### config.mk
export PLATFORM = sky130hd
export DESIGN_NAME = mcpu_ctrl
export DESIGN_NICKNAME = d
export VERILOG_FILES = /design/src/rtl/mcpu_ctrl.sv
export SDC_FILE = /design/constraint.sdc
export NUM_CORES = 1
export LEC_CHECK = 0
export ABC_AREA = 1
export BUFFER_PORTS_ARGS = -buffer_cell sky130_fd_sc_hd__buf_2
export CORE_UTILIZATION = 48
export DETAILED_ROUTE_END_ITERATION = 10
export MAX_ROUTING_LAYER = met4
export PLACE_DENSITY = 0.84
export SLEW_MARGIN = 10
export SYNTH_ARGS = -nofsm -noshare
export SYNTH_HDL_FRONTEND = slang
export SYNTH_SLANG_ARGS = --single-unit
### constraint.sdc
create_clock -name clk -period 3.25 [get_ports clk]
set_input_delay 0.4875 -clock clk [delete_from_list [all_inputs] [get_ports clk]]
set_output_delay 0.4875 -clock clk [all_outputs]
set_load 0.01 [all_outputs]
### src/rtl/mcpu_ctrl.sv
// mcpu_ctrl: multicycle IF/ID/EX/MEM/WB sequencer for the M_CPU datapath.
// Drives PC/IR/regfile/dmem write enables and the datapath mux/ALU selects.
module mcpu_ctrl (
    input  logic       clk,
    input  logic       rst,
    input  logic [5:0] op,
    input  logic [5:0] funct,
    input  logic       zero,
    output logic       PCWre,
    output logic       IRWre,
    output logic       RegWre,
    output logic       MemWre,
    output logic       ALUSrcB,
    output logic       ExtSel,
    output logic [2:0] ALUOp,
    output logic [1:0] RegDst,
    output logic       MemtoReg,
    output logic       WrRegDSrc,
    output logic [1:0] PCSrc,
    output logic [3:0] state
);

    typedef enum logic [3:0] {
        ST_IF   = 4'd0,
        ST_ID   = 4'd1,
        ST_EXA  = 4'd2,
        ST_WBA  = 4'd3,
        ST_EXB  = 4'd4,
        ST_EXM  = 4'd5,
        ST_MEM  = 4'd6,
        ST_WBL  = 4'd7,
        ST_HALT = 4'd8
    } state_t;

    localparam logic [5:0] OP_R    = 6'b000000;
    localparam logic [5:0] OP_ADDI = 6'b001000;
    localparam logic [5:0] OP_ORI  = 6'b001101;
    localparam logic [5:0] OP_LW   = 6'b100011;
    localparam logic [5:0] OP_SW   = 6'b101011;
    localparam logic [5:0] OP_BEQ  = 6'b000100;
    localparam logic [5:0] OP_BNE  = 6'b000101;
    localparam logic [5:0] OP_J    = 6'b000010;
    localparam logic [5:0] OP_JAL  = 6'b000011;
    localparam logic [5:0] OP_HALT = 6'b111111;

    localparam logic [5:0] FN_ADD  = 6'b100000;
    localparam logic [5:0] FN_SUB  = 6'b100010;
    localparam logic [5:0] FN_AND  = 6'b100100;
    localparam logic [5:0] FN_OR   = 6'b100101;
    localparam logic [5:0] FN_SLT  = 6'b101010;
    localparam logic [5:0] FN_JR   = 6'b001000;

    localparam logic [2:0] ALU_ADD = 3'b000;
    localparam logic [2:0] ALU_SUB = 3'b001;
    localparam logic [2:0] ALU_AND = 3'b010;
    localparam logic [2:0] ALU_OR  = 3'b011;
    localparam logic [2:0] ALU_SLT = 3'b100;

    state_t cur, nxt;

    logic is_r, r_add, r_sub, r_and, r_or, r_slt, r_alu, is_jr;
    logic is_addi, is_ori, is_lw, is_sw, is_beq, is_bne;
    logic is_j, is_jal, is_halt, is_br, is_mem, is_imm;
    logic taken;

    assign is_r    = (op == OP_R);
    assign r_add   = is_r && (funct == FN_ADD);
    assign r_sub   = is_r && (funct == FN_SUB);
    assign r_and   = is_r && (funct == FN_AND);
    assign r_or    = is_r && (funct == FN_OR);
    assign r_slt   = is_r && (funct == FN_SLT);
    assign r_alu   = r_add | r_sub | r_and | r_or | r_slt;
    assign is_jr   = is_r && (funct == FN_JR);
    assign is_addi = (op == OP_ADDI);
    assign is_ori  = (op == OP_ORI);
    assign is_lw   = (op == OP_LW);
    assign is_sw   = (op == OP_SW);
    assign is_beq  = (op == OP_BEQ);
    assign is_bne  = (op == OP_BNE);
    assign is_j    = (op == OP_J);
    assign is_jal  = (op == OP_JAL);
    assign is_halt = (op == OP_HALT);
    assign is_br   = is_beq | is_bne;
    assign is_mem  = is_lw | is_sw;
    assign is_imm  = is_addi | is_ori;
    assign taken   = (is_beq && zero) || (is_bne && !zero);

    // Selects decoded once and held from ID until the instruction retires.
    logic [2:0] dec_aluop;
    logic       dec_srcb;
    logic       dec_ext;

    always_comb begin
        dec_aluop = ALU_ADD;
        dec_srcb  = 1'b0;
        dec_ext   = 1'b0;
        unique case (1'b1)
            r_add:   dec_aluop = ALU_ADD;
            r_sub:   dec_aluop = ALU_SUB;
            r_and:   dec_aluop = ALU_AND;
            r_or:    dec_aluop = ALU_OR;
            r_slt:   dec_aluop = ALU_SLT;
            is_addi: begin
                dec_aluop = ALU_ADD;
                dec_srcb  = 1'b1;
                dec_ext   = 1'b1;
            end
            is_ori: begin
                dec_aluop = ALU_OR;
                dec_srcb  = 1'b1;
            end
            is_mem: begin
                dec_aluop = ALU_ADD;
                dec_srcb  = 1'b1;
                dec_ext   = 1'b1;
            end
            is_br: begin
                dec_aluop = ALU_SUB;
                dec_ext   = 1'b1;
            end
            default: ;
        endcase
    end

    always_ff @(posedge clk or posedge rst) begin
        if (rst)
            cur <= ST_IF;
        else
            cur <= nxt;
    end

    always_comb begin
        nxt       = ST_IF;
        PCWre     = 1'b0;
        IRWre     = 1'b0;
        RegWre    = 1'b0;
        MemWre    = 1'b0;
        ALUSrcB   = 1'b0;
        ExtSel    = 1'b0;
        ALUOp     = 3'b000;
        RegDst    = 2'b00;
        MemtoReg  = 1'b0;
        WrRegDSrc = 1'b0;
        PCSrc     = 2'b00;
        unique case (cur)
            ST_IF: begin
                IRWre = 1'b1;
                nxt   = ST_ID;
            end
            ST_ID: begin
                ALUOp   = dec_aluop;
                ALUSrcB = dec_srcb;
                ExtSel  = dec_ext;
                unique case (1'b1)
                    is_j: begin
                        PCWre = 1'b1;
                        PCSrc = 2'b11;
                    end
                    is_jal: begin
                        PCWre     = 1'b1;
                        PCSrc     = 2'b11;
                        RegWre    = 1'b1;
                        RegDst    = 2'b10;
                        WrRegDSrc = 1'b1;
                    end
                    is_jr: begin
                        PCWre = 1'b1;
                        PCSrc = 2'b10;
                    end
                    is_halt: nxt = ST_HALT;
                    is_br:   nxt = ST_EXB;
                    is_mem:  nxt = ST_EXM;
                    r_alu:   nxt = ST_EXA;
                    is_imm:  nxt = ST_EXA;
                    default: PCWre = 1'b1;
                endcase
            end
            ST_EXA: begin
                ALUOp   = dec_aluop;
                ALUSrcB = dec_srcb;
                ExtSel  = dec_ext;
                nxt     = ST_WBA;
            end
            ST_WBA: begin
                ALUOp   = dec_aluop;
                ALUSrcB = dec_srcb;
                ExtSel  = dec_ext;
                PCWre   = 1'b1;
                RegWre  = 1'b1;
                RegDst  = is_r ? 2'b01 : 2'b00;
            end
            ST_EXB: begin
                ALUOp   = ALU_SUB;
                ALUSrcB = 1'b0;
                ExtSel  = dec_ext;
                PCWre   = 1'b1;
                PCSrc   = taken ? 2'b01 : 2'b00;
            end
            ST_EXM: begin
                ALUOp   = ALU_ADD;
                ALUSrcB = 1'b1;
                ExtSel  = 1'b1;
                nxt     = ST_MEM;
            end
            ST_MEM: begin
                ALUOp   = ALU_ADD;
                ALUSrcB = 1'b1;
                ExtSel  = 1'b1;
                // Anything but lw retires here so PCWre still fires once.
                if (is_lw) begin
                    nxt = ST_WBL;
                end else begin
                    MemWre = is_sw;
                    PCWre  = 1'b1;
                end
            end
            ST_WBL: begin
                ALUOp    = ALU_ADD;
                ALUSrcB  = 1'b1;
                ExtSel   = 1'b1;
                RegWre   = 1'b1;
                MemtoReg = 1'b1;
                PCWre    = 1'b1;
            end
            ST_HALT: nxt = ST_HALT;
            default: nxt = ST_IF;
        endcase
        if (rst) begin
            PCWre     = 1'b0;
            IRWre     = 1'b0;
            RegWre    = 1'b0;
            MemWre    = 1'b0;
            ALUSrcB   = 1'b0;
            ExtSel    = 1'b0;
            ALUOp     = 3'b000;
            RegDst    = 2'b00;
            MemtoReg  = 1'b0;
            WrRegDSrc = 1'b0;
            PCSrc     = 2'b00;
        end
    end

    assign state = cur;

endmodule

==> metrics.txt, run 1 <==
required time of the worst setup path=2.76 ns; Synthesis Warnings=0; 1st-iter DRT viols=28; # IOs=34; Worst R2R Path Depth=6; GRT Residual Overflow=0; insertion delay to the later sink of the worst-skew pair=0.24 ns; Hold Vio Cnt, Final=0; DRC errors left=0; most common cell in the netlist=inv_1; largest net degree at the start of global routing=13; Max Cap Viol=0; unrepaired setup endpoints after global routing=no; Die Width=39.49 um; dominant cell type by area after synthesis=dfrtp_1; max reg flops=4; Non-Filler Instances=173; placed instance count=170; Synth Cell Area=674.4 sq um; starting density of the core=51.83%; CP max FO=6; synth unique cells=24; worst reg2reg endpoint=state[1]$_DFF_PP0_; Inserted Diodes=0; period utilization=64.74%; Layout area overhead=30.06%; Clock Tree Buf Depth=2; Avg WL per Cell=10.95 um; worst slew pin tran=0.2625 ns; Total GRT Usage=28.47%; post-synthesis sequential area ratio=14.84%; outcome=finished clean; layout cell share with drive strength beyond 1=30.38%; clk_skew=0.006055 ns; VDD IR-drop max=0.0002362 V; post-synthesis async set-or-reset flop share=100.0%; power per cell area=419.1 mW/mm^2; Post-CTS Resized=0; Max-slew headroom=82.50%; CP Class=reg2out; clk sink count=4; Multi-input gate area=473.0 sq um; drt pass-1 iters=4; Synth Register Bits=4; post-CTS setup buffer count=0; nets=175; htree depth=1; Post-synth top cells=25 x inv_1, 23 x nand2_1, 21 x nor2_1; Mapped Cells=123; Synth Flop Type=dfrtp_1; vias in the first global route=753; Via density=5.387; Worst setup SP type=flop; CTS tree=built; Reg clk slew, reported paths=0.04 ns; Crit. End Element=output port; Clock Tree Root=clkbuf_4; Die Ht=39.49 um; first-pass GRT wire length=2925 um; Static Leakage=0.5499 nW; Core Region=0.001301 sq mm; Synth area leaders=dfrtp_1 15%, inv_1 14%, nand2_1 13%; Final Setup Violations=0; Post-synth EDFFs=0; reg-to-reg setup timing slack=2.02 ns; ANT nets after route=0; # port buffers=33; mean post-synth cell area=5.483 sq um; die area=0.001559 sq mm; CTS Hold Bufs=0; FMAX=475.3 MHz; RR Startpoint=state[3]$_DFF_PP0_; row cnt=13; CTS Buf Count=3; post-layout minimum cycle time=2.104 ns; Max Slew Vio Count=0; Detailed Route WL=1894 um; Arr. time, crit path=1.62 ns; initial antenna violation count=0; Vias=932; Worst Hold Class=in2async; post-synth top area share=14.84%; layout filler cell count=130; setup TNS=0 ns; Syn Nets=138; Post-DP HPWL=1589 um; total power=367.6 uW; RePlAce Congestion=0.8938; WHS=0.2783 ns; sequential cell area=100.1 sq um
-- placed cells by master, fill, tap and decap left out, drive strengths merged --
cell type and instances:
o21ai 4, a211oi 1, or2 1, nor4 1, o221ai 1, nand3 13
nor2 24, clkbuf 3, o31ai 1, o22a 1, nand4 6, nor3 7
nand2 25, buf 33, inv 26, dfrtp 4, a21oi 6, o32ai 1
-- through the flow --
stage,instance area [sq um],setup WS [ns],utilization [%]
6_report,877.1,1.146,67.40
5_1_grt,877.1,1.066,67.40
4_1_cts,877.1,1.150,67.40
3_5_place_dp,854.6,1.204,65.67
3_3_place_gp,854.6,1.251,65.67
2_1_floorplan,674.4,1.499,-
-- power by group --
group	internal, mW	total [mW]	switching [mW]
clock network	0.0414	0.0636	0.0222
registers	0.0625	0.0841	0.0216
logic	0.0799	0.220	0.140
-- metal layers --
layer	vias to the layer above	part of all wire, %	track usage [%]
li1	477	-	-
met1	409	41	31.40
met5	-	0	-
met4	0	0.90	12.07
met3	3	7.5	5.682
met2	43	50	49.18
-- worst max-delay path by stage --
stage | startpoint | endpoint | slack, ns | cells past startpoint
floorplan | op[5] | PCSrc[1] | 1.50 | 5
global placement | op[5] | ALUOp[1] | 1.25 | 9
detailed placement | op[1] | ALUOp[1] | 1.20 | 9
CTS | state[1]$_DFF_PP0_ | PCWre | 1.15 | 8
global route | op[5] | ALUOp[1] | 1.07 | 9
finish | state[1]$_DFF_PP0_ | PCWre | 1.15 | 8
-- cell families (layout without fill, tap and decap cells) --
group	count (synthesis)	in the layout	synth area share [%]
AOI/OAI and AO/OA	15	15	15.58
buffers and inverters	27	62	15.03
and+or+nand+nor	77	77	54.55
DFF	4	4	14.84
-- final cells by class --
type                    instances  share of cell area, %
repair buffers                 33                  18.83
inverters                      26                  11.13
flip-flops and latches          4                  11.41
well taps                      15                  2.140
multi-input cells              92                  53.92
clock buffers                   3                  2.568
-- worst max-delay path, cell delays in order, from the launching register on --
cell and delay [ns]:
dfrtp_1 0.41, inv_1 0.12, nand2_2 0.08, nor2_4 0.18, nand2_1 0.07, nor2_1 0.12
nand4_1 0.12, a21oi_2 0.13, buf_2 0.14
Note: power is estimated with default switching activity, not from simulation.
==> run 2: changes to the inputs <==
--- a/config.mk
+++ b/config.mk
@@ -7,10 +7,10 @@
 export LEC_CHECK = 0
 export ABC_AREA = 1
 export BUFFER_PORTS_ARGS = -buffer_cell sky130_fd_sc_hd__buf_2
-export CORE_UTILIZATION = 48
+export CORE_UTILIZATION = 44
 export DETAILED_ROUTE_END_ITERATION = 10
 export MAX_ROUTING_LAYER = met4
-export PLACE_DENSITY = 0.84
+export PLACE_DENSITY = 0.78
 export SLEW_MARGIN = 10
 export SYNTH_ARGS = -nofsm -noshare
 export SYNTH_HDL_FRONTEND = slang
==> constraint.sdc (replaced) <==
create_clock -name clk -period 1.97 [get_ports clk]
set_input_delay 0.2955 -clock clk [delete_from_list [all_inputs] [get_ports clk]]
set_output_delay 0.2955 -clock clk [all_outputs]
set_load 0.01 [all_outputs]
==> metrics.txt, run 2 (same netlist as run 1, synthesis figures left out) <==
Static Leakage=0.5509 nW (+0.17%); layout filler cell count=142 (+9.2%); met2 GRT Util=40.63% (-8.6 points); post-route cell area=877.1 sq um (unchanged); post-layout minimum cycle time=1.812 ns; 1st-iter DRT viols=23 (-18%); RR Startpoint=state[3]$_DFF_PP0_; Die Width=41.15 um (+4.2%); Via density=5.202 (-3.4%); max reg flops=4 (unchanged); CTS Hold Bufs=0 (unchanged); # port buffers=33 (unchanged); total power=593.5 uW (+61%); outcome=finished clean; Post-CTS Resized=0 (unchanged); layout cell share with drive strength beyond 1=31.01% (+0.63 points); Place WS=0.3116 ns (-0.8928 ns); Vias=900 (-3.4%); die area=0.001693 sq mm (+8.6%); Clock Tree Buf Depth=2 (unchanged); Placed Area=854.6 sq um (unchanged); Max-slew headroom=82.90% (+0.40 points); FMAX=552.0 MHz; Worst setup SP type=flop; slowest cell delay on critical path=0.39 ns (-0.02 ns); met3 GRT Util=4.348% (-1.3 points); clk_skew=0.004562 ns (-0.001493 ns); Crit. End Element=output port; VDD IR-drop max=0.0003518 V (+49%); most frequent cells in the layout=33 x buf_2, 24 x inv_1, 23 x nand2_1, 21 x nor2_1, 13 x nand3_1; slack of the critical path=0.1584 ns (-0.9876 ns); Core Region=0.001366 sq mm (+5.0%); most common cell after layout, fill and taps aside=buf_2; row cnt=13 (unchanged); ANT nets after route=0 (unchanged); CTS tree=built; Max Cap Viol=0 (unchanged); RePlAce Congestion=0.7988 (-11%); final design utilization=64.19% (-3.2 points); Reg clk slew, reported paths=0.04 ns (about the same); clk sink count=4 (unchanged); first-pass GRT wire length=2725 um (-6.8%); required time of the worst setup path=1.67 ns (-1.09 ns); post-CTS setup buffer count=0 (unchanged); worst slew pin tran=0.2557 ns (-0.006838 ns); # IOs=34 (unchanged); unrepaired setup endpoints after global routing=no; CP max FO=6 (unchanged); CP Class=reg2out; starting density of the core=49.36% (-2.5 points); crit-path cells=inv_2, nand2_2, nor2_4, nand2_1, nor2_1, nand4_1, a21oi_2, buf_2; reg-to-reg setup timing slack=0.74 ns (-1.28 ns); GRT Residual Overflow=0 (unchanged); worst reg2reg endpoint=state[1]$_DFF_PP0_; Detailed Route WL=1747 um (-7.8%); M1 GR Usage=30.87% (-0.53 points); Post-DP HPWL=1504 um (-5.4%); Inserted Diodes=0 (unchanged); Worst R2R Path Depth=6 (unchanged); Slowest-stage cell, CP=dfrtp_1; initial antenna violation count=0 (unchanged); CTS Buf Count=3 (unchanged); largest net degree at the start of global routing=13 (unchanged); vias in the first global route=681 (-9.6%); insertion delay to the later sink of the worst-skew pair=0.24 ns (about the same); htree depth=1 (unchanged); Final Setup Violations=0 (unchanged); drt pass-1 iters=4 (unchanged); DRC errors left=0 (unchanged); Hold Vio Cnt, Final=0 (unchanged); Clock Tree Root=clkbuf_4; nets=175 (unchanged); Arr. time, crit path=1.52 ns (-0.10 ns); Layout area overhead=30.06% (unchanged); power per cell area=676.7 mW/mm^2 (+61%); Total GRT Usage=25.14% (-3.3 points); setup TNS=0 ns (unchanged); period utilization=91.96%; Max Slew Vio Count=0 (unchanged); Die Ht=41.15 um (+4.2%); Avg WL per Cell=10.10 um (-7.8%); Worst Hold Class=in2async; Most Crowded Layer GR=met2
-- run 2: area by class of cell --
class	count	area, sq um	area share [%]
Tap cell	15	18.77	2.140
Multi-Input combinational cell	92	473.0	53.92
Sequential cell	4	100.1	11.41
Inverter	26	97.59	11.13
Timing Repair Buffer	33	165.2	18.83
Clock buffer	3	22.52	2.568
-- run 2: power by group --
group / internal [mW] / switching, mW / total, mW
Combinational: 0.128 / 0.227 / 0.355
Sequential: 0.103 / 0.0336 / 0.137
Clock: 0.0681 / 0.0333 / 0.101
-- run 2: worst max path at each step --
stage / start / to
detailed placement: op[5] / ALUOp[1]
floorplan: state[1]$_DFF_PP0_ / PCWre
CTS: state[1]$_DFF_PP0_ / PCWre
global placement: op[5] / PCSrc[1]
finish: state[3]$_DFF_PP0_ / PCWre
global route: state[3]$_DFF_PP0_ / PCWre
-- run 2: metrics by stage --
step,hold WS [ns],cells
final,0.09111,173
after global routing,0.1165,173
after CTS,0.08675,173
after detailed placement,0.3378,170
after global placement,0.3330,170
after floorplan,0.08681,123
-- run 2: metal layers --
metal  up-vias  part of all wire [%]
met5         -                     0
met4         0                   1.2
met3         4                   7.8
met2        38                    46
met1       381                    45
li1        477                     -
-- run 2: worst max-delay path, delay by kind of cell (launching register included) --
kind	cells	cell delay (ns)
compound gates	1	0.13
flops	1	0.39
buf+inv	2	0.22
simple gates	5	0.54
==> run 3: changes to the inputs <==
--- a/config.mk
+++ b/config.mk
@@ -10,7 +10,7 @@
 export CORE_UTILIZATION = 44
 export DETAILED_ROUTE_END_ITERATION = 10
 export MAX_ROUTING_LAYER = met4
-export PLACE_DENSITY = 0.78
+export PLACE_DENSITY = 0.88
 export SLEW_MARGIN = 10
 export SYNTH_ARGS = -nofsm -noshare
 export SYNTH_HDL_FRONTEND = slang
==> metrics.txt, run 3 (same netlist as run 1, synthesis figures left out) <==
outcome=finished clean; Die Width=41.15 um (unchanged); Non-Filler Instances=173 (unchanged); GRT Residual Overflow=0 (unchanged); slowest cell delay on critical path=0.41 ns (+0.02 ns); final design utilization=64.19% (unchanged); first-pass GRT wire length=2994 um (+9.9%); worst reg2reg endpoint=state[1]$_DFF_PP0_; VDD IR-drop max=0.0006208 V (+76%); initial antenna violation count=0 (unchanged); clk sink count=4 (unchanged); vias in the first global route=742 (+9.0%); post-layout minimum cycle time=1.853 ns (+0.04160 ns); htree depth=1 (unchanged); starting density of the core=49.36% (unchanged); largest net degree at the start of global routing=13 (unchanged); total power=605.6 uW (+2.0%); Arr. time, crit path=1.56 ns (+0.04 ns); Clock Tree Buf Depth=2 (unchanged); power per cell area=690.5 mW/mm^2 (+2.0%); Max-slew headroom=81.60% (-1.3 points); most frequent cells in the layout=33 x buf_2, 25 x inv_1, 23 x nand2_1, 21 x nor2_1, 13 x nand3_1; CP max FO=6 (unchanged); Static Leakage=0.5499 nW (-0.17%); Detailed Route WL=1909 um (+9.3%); required time of the worst setup path=1.67 ns (about the same); Die Ht=41.15 um (unchanged); Vias=920 (+2.2%); Worst R2R Path Depth=6 (unchanged); CTS Hold Bufs=0 (unchanged); Final Setup Violations=0 (unchanged); # port buffers=33 (unchanged); Total GRT Usage=26.74% (+1.6 points); Hold Vio Cnt, Final=0 (unchanged); insertion delay to the later sink of the worst-skew pair=0.24 ns (about the same); # IOs=34 (unchanged); RePlAce Congestion=0.9081 (+14%); RR Startpoint=state[3]$_DFF_PP0_; row cnt=13 (unchanged); Inserted Diodes=0 (unchanged); CP delay by family, top=simple AND/OR/NAND/NOR gates; nets=175 (unchanged); max reg flops=4 (unchanged); Clock Tree Root=clkbuf_4; FMAX=539.6 MHz (-2.2%); Core Region=0.001366 sq mm (unchanged); Buf/Inv on CP=2 (unchanged); CTS tree=built; clk_skew=0.005050 ns (+0.0004883 ns); period utilization=94.07% (+2.1 points); Max Slew Vio Count=0 (unchanged); DRC errors left=0 (unchanged); ANT nets after route=0 (unchanged); Via density=5.318 (+2.2%); Post-DP HPWL=1644 um (+9.3%); die area=0.001693 sq mm (unchanged); Worst setup SP type=flop; Max Cap Viol=0 (unchanged); Crit. End Element=output port; crit-path cells=inv_1, nand2_2, nor2_4, nand2_1, nor2_1, nand4_1, a21oi_2, buf_2; CP Class=reg2out; Reg clk slew, reported paths=0.04 ns (about the same); Placed Area=854.6 sq um (unchanged); layout cell share with drive strength beyond 1=30.38% (-0.63 points); CTS Buf Count=3 (unchanged); Worst Hold Class=in2async; Avg WL per Cell=11.03 um (+9.3%); reg-to-reg setup timing slack=0.69 ns (-0.05 ns); most common cell after layout, fill and taps aside=buf_2; Layout area overhead=30.06% (unchanged); Slowest-stage cell, CP=dfrtp_1; unrepaired setup endpoints after global routing=yes; post-route cell area=877.1 sq um (unchanged); placed instance count=170 (unchanged); 1st-iter DRT viols=27 (+17%); worst slew pin tran=0.2751 ns (+0.01943 ns); drt pass-1 iters=4 (unchanged)
-- run 3: final cells by class --
| type | count | area [sq um] |
|---|---|---|
| clock buffers | 3 | 22.52 |
| flip-flops and latches | 4 | 100.1 |
| repair buffers | 33 | 165.2 |
| inverters | 26 | 97.59 |
| multi-input cells | 92 | 473.0 |
| well taps | 15 | 18.77 |
| fillers | 144 | 489.2 |
-- run 3: worst max path at each step --
stage | start | endpoint | slack, ns | cells after the start
global placement | op[5] | ALUOp[1] | 0.31 | 9
finish | state[1]$_DFF_PP0_ | PCWre | 0.12 | 8
detailed placement | op[5] | ALUOp[1] | 0.29 | 9
CTS | state[1]$_DFF_PP0_ | PCWre | 0.11 | 8
floorplan | state[1]$_DFF_PP0_ | PCWre | 0.47 | 7
global route | state[3]$_DFF_PP0_ | MemWre | -0.004 | 6
-- run 3: timing repair --
item / CTS / global route
resized for setup: 0 / 0
setup endpoints to repair: 0 / 1
setup buffers: 0 / 0
-- run 3: power by group --
group | total (mW) | switching [mW] | leakage [nW] | internal [mW]
clock | 0.105 | 0.0370 | 0.0138 | 0.0684
sequential | 0.137 | 0.0336 | 0.0531 | 0.103
combinational | 0.363 | 0.232 | 0.483 | 0.132
-- run 3: per-stage QoR --
stage	setup TNS, ns	setup WS, ns	hold slack [ns]
finish	0	0.1168	0.08474
global route	-0.003961	-0.003961	0.1047
CTS	0	0.1123	0.08125
detailed placement	0	0.2927	0.3393
global placement	0	0.3124	0.3248
floorplan	0	0.4698	0.08681
-- run 3: metal layers --
metal	vias up	GRT usage [%]	wire (um)
li1	469	-	-
met4	0	0	0
met2	37	48.44	954
met5	-	-	0
met3	0	6.522	123
met1	414	31.51	831
-- run 3: worst register-to-register path: cells and delay by family, from the launching register on --
family	cells	cell delay [ns]
simple gates	3	0.41
flops	1	0.39
buf+inv	2	0.21
compound gates	1	0.21
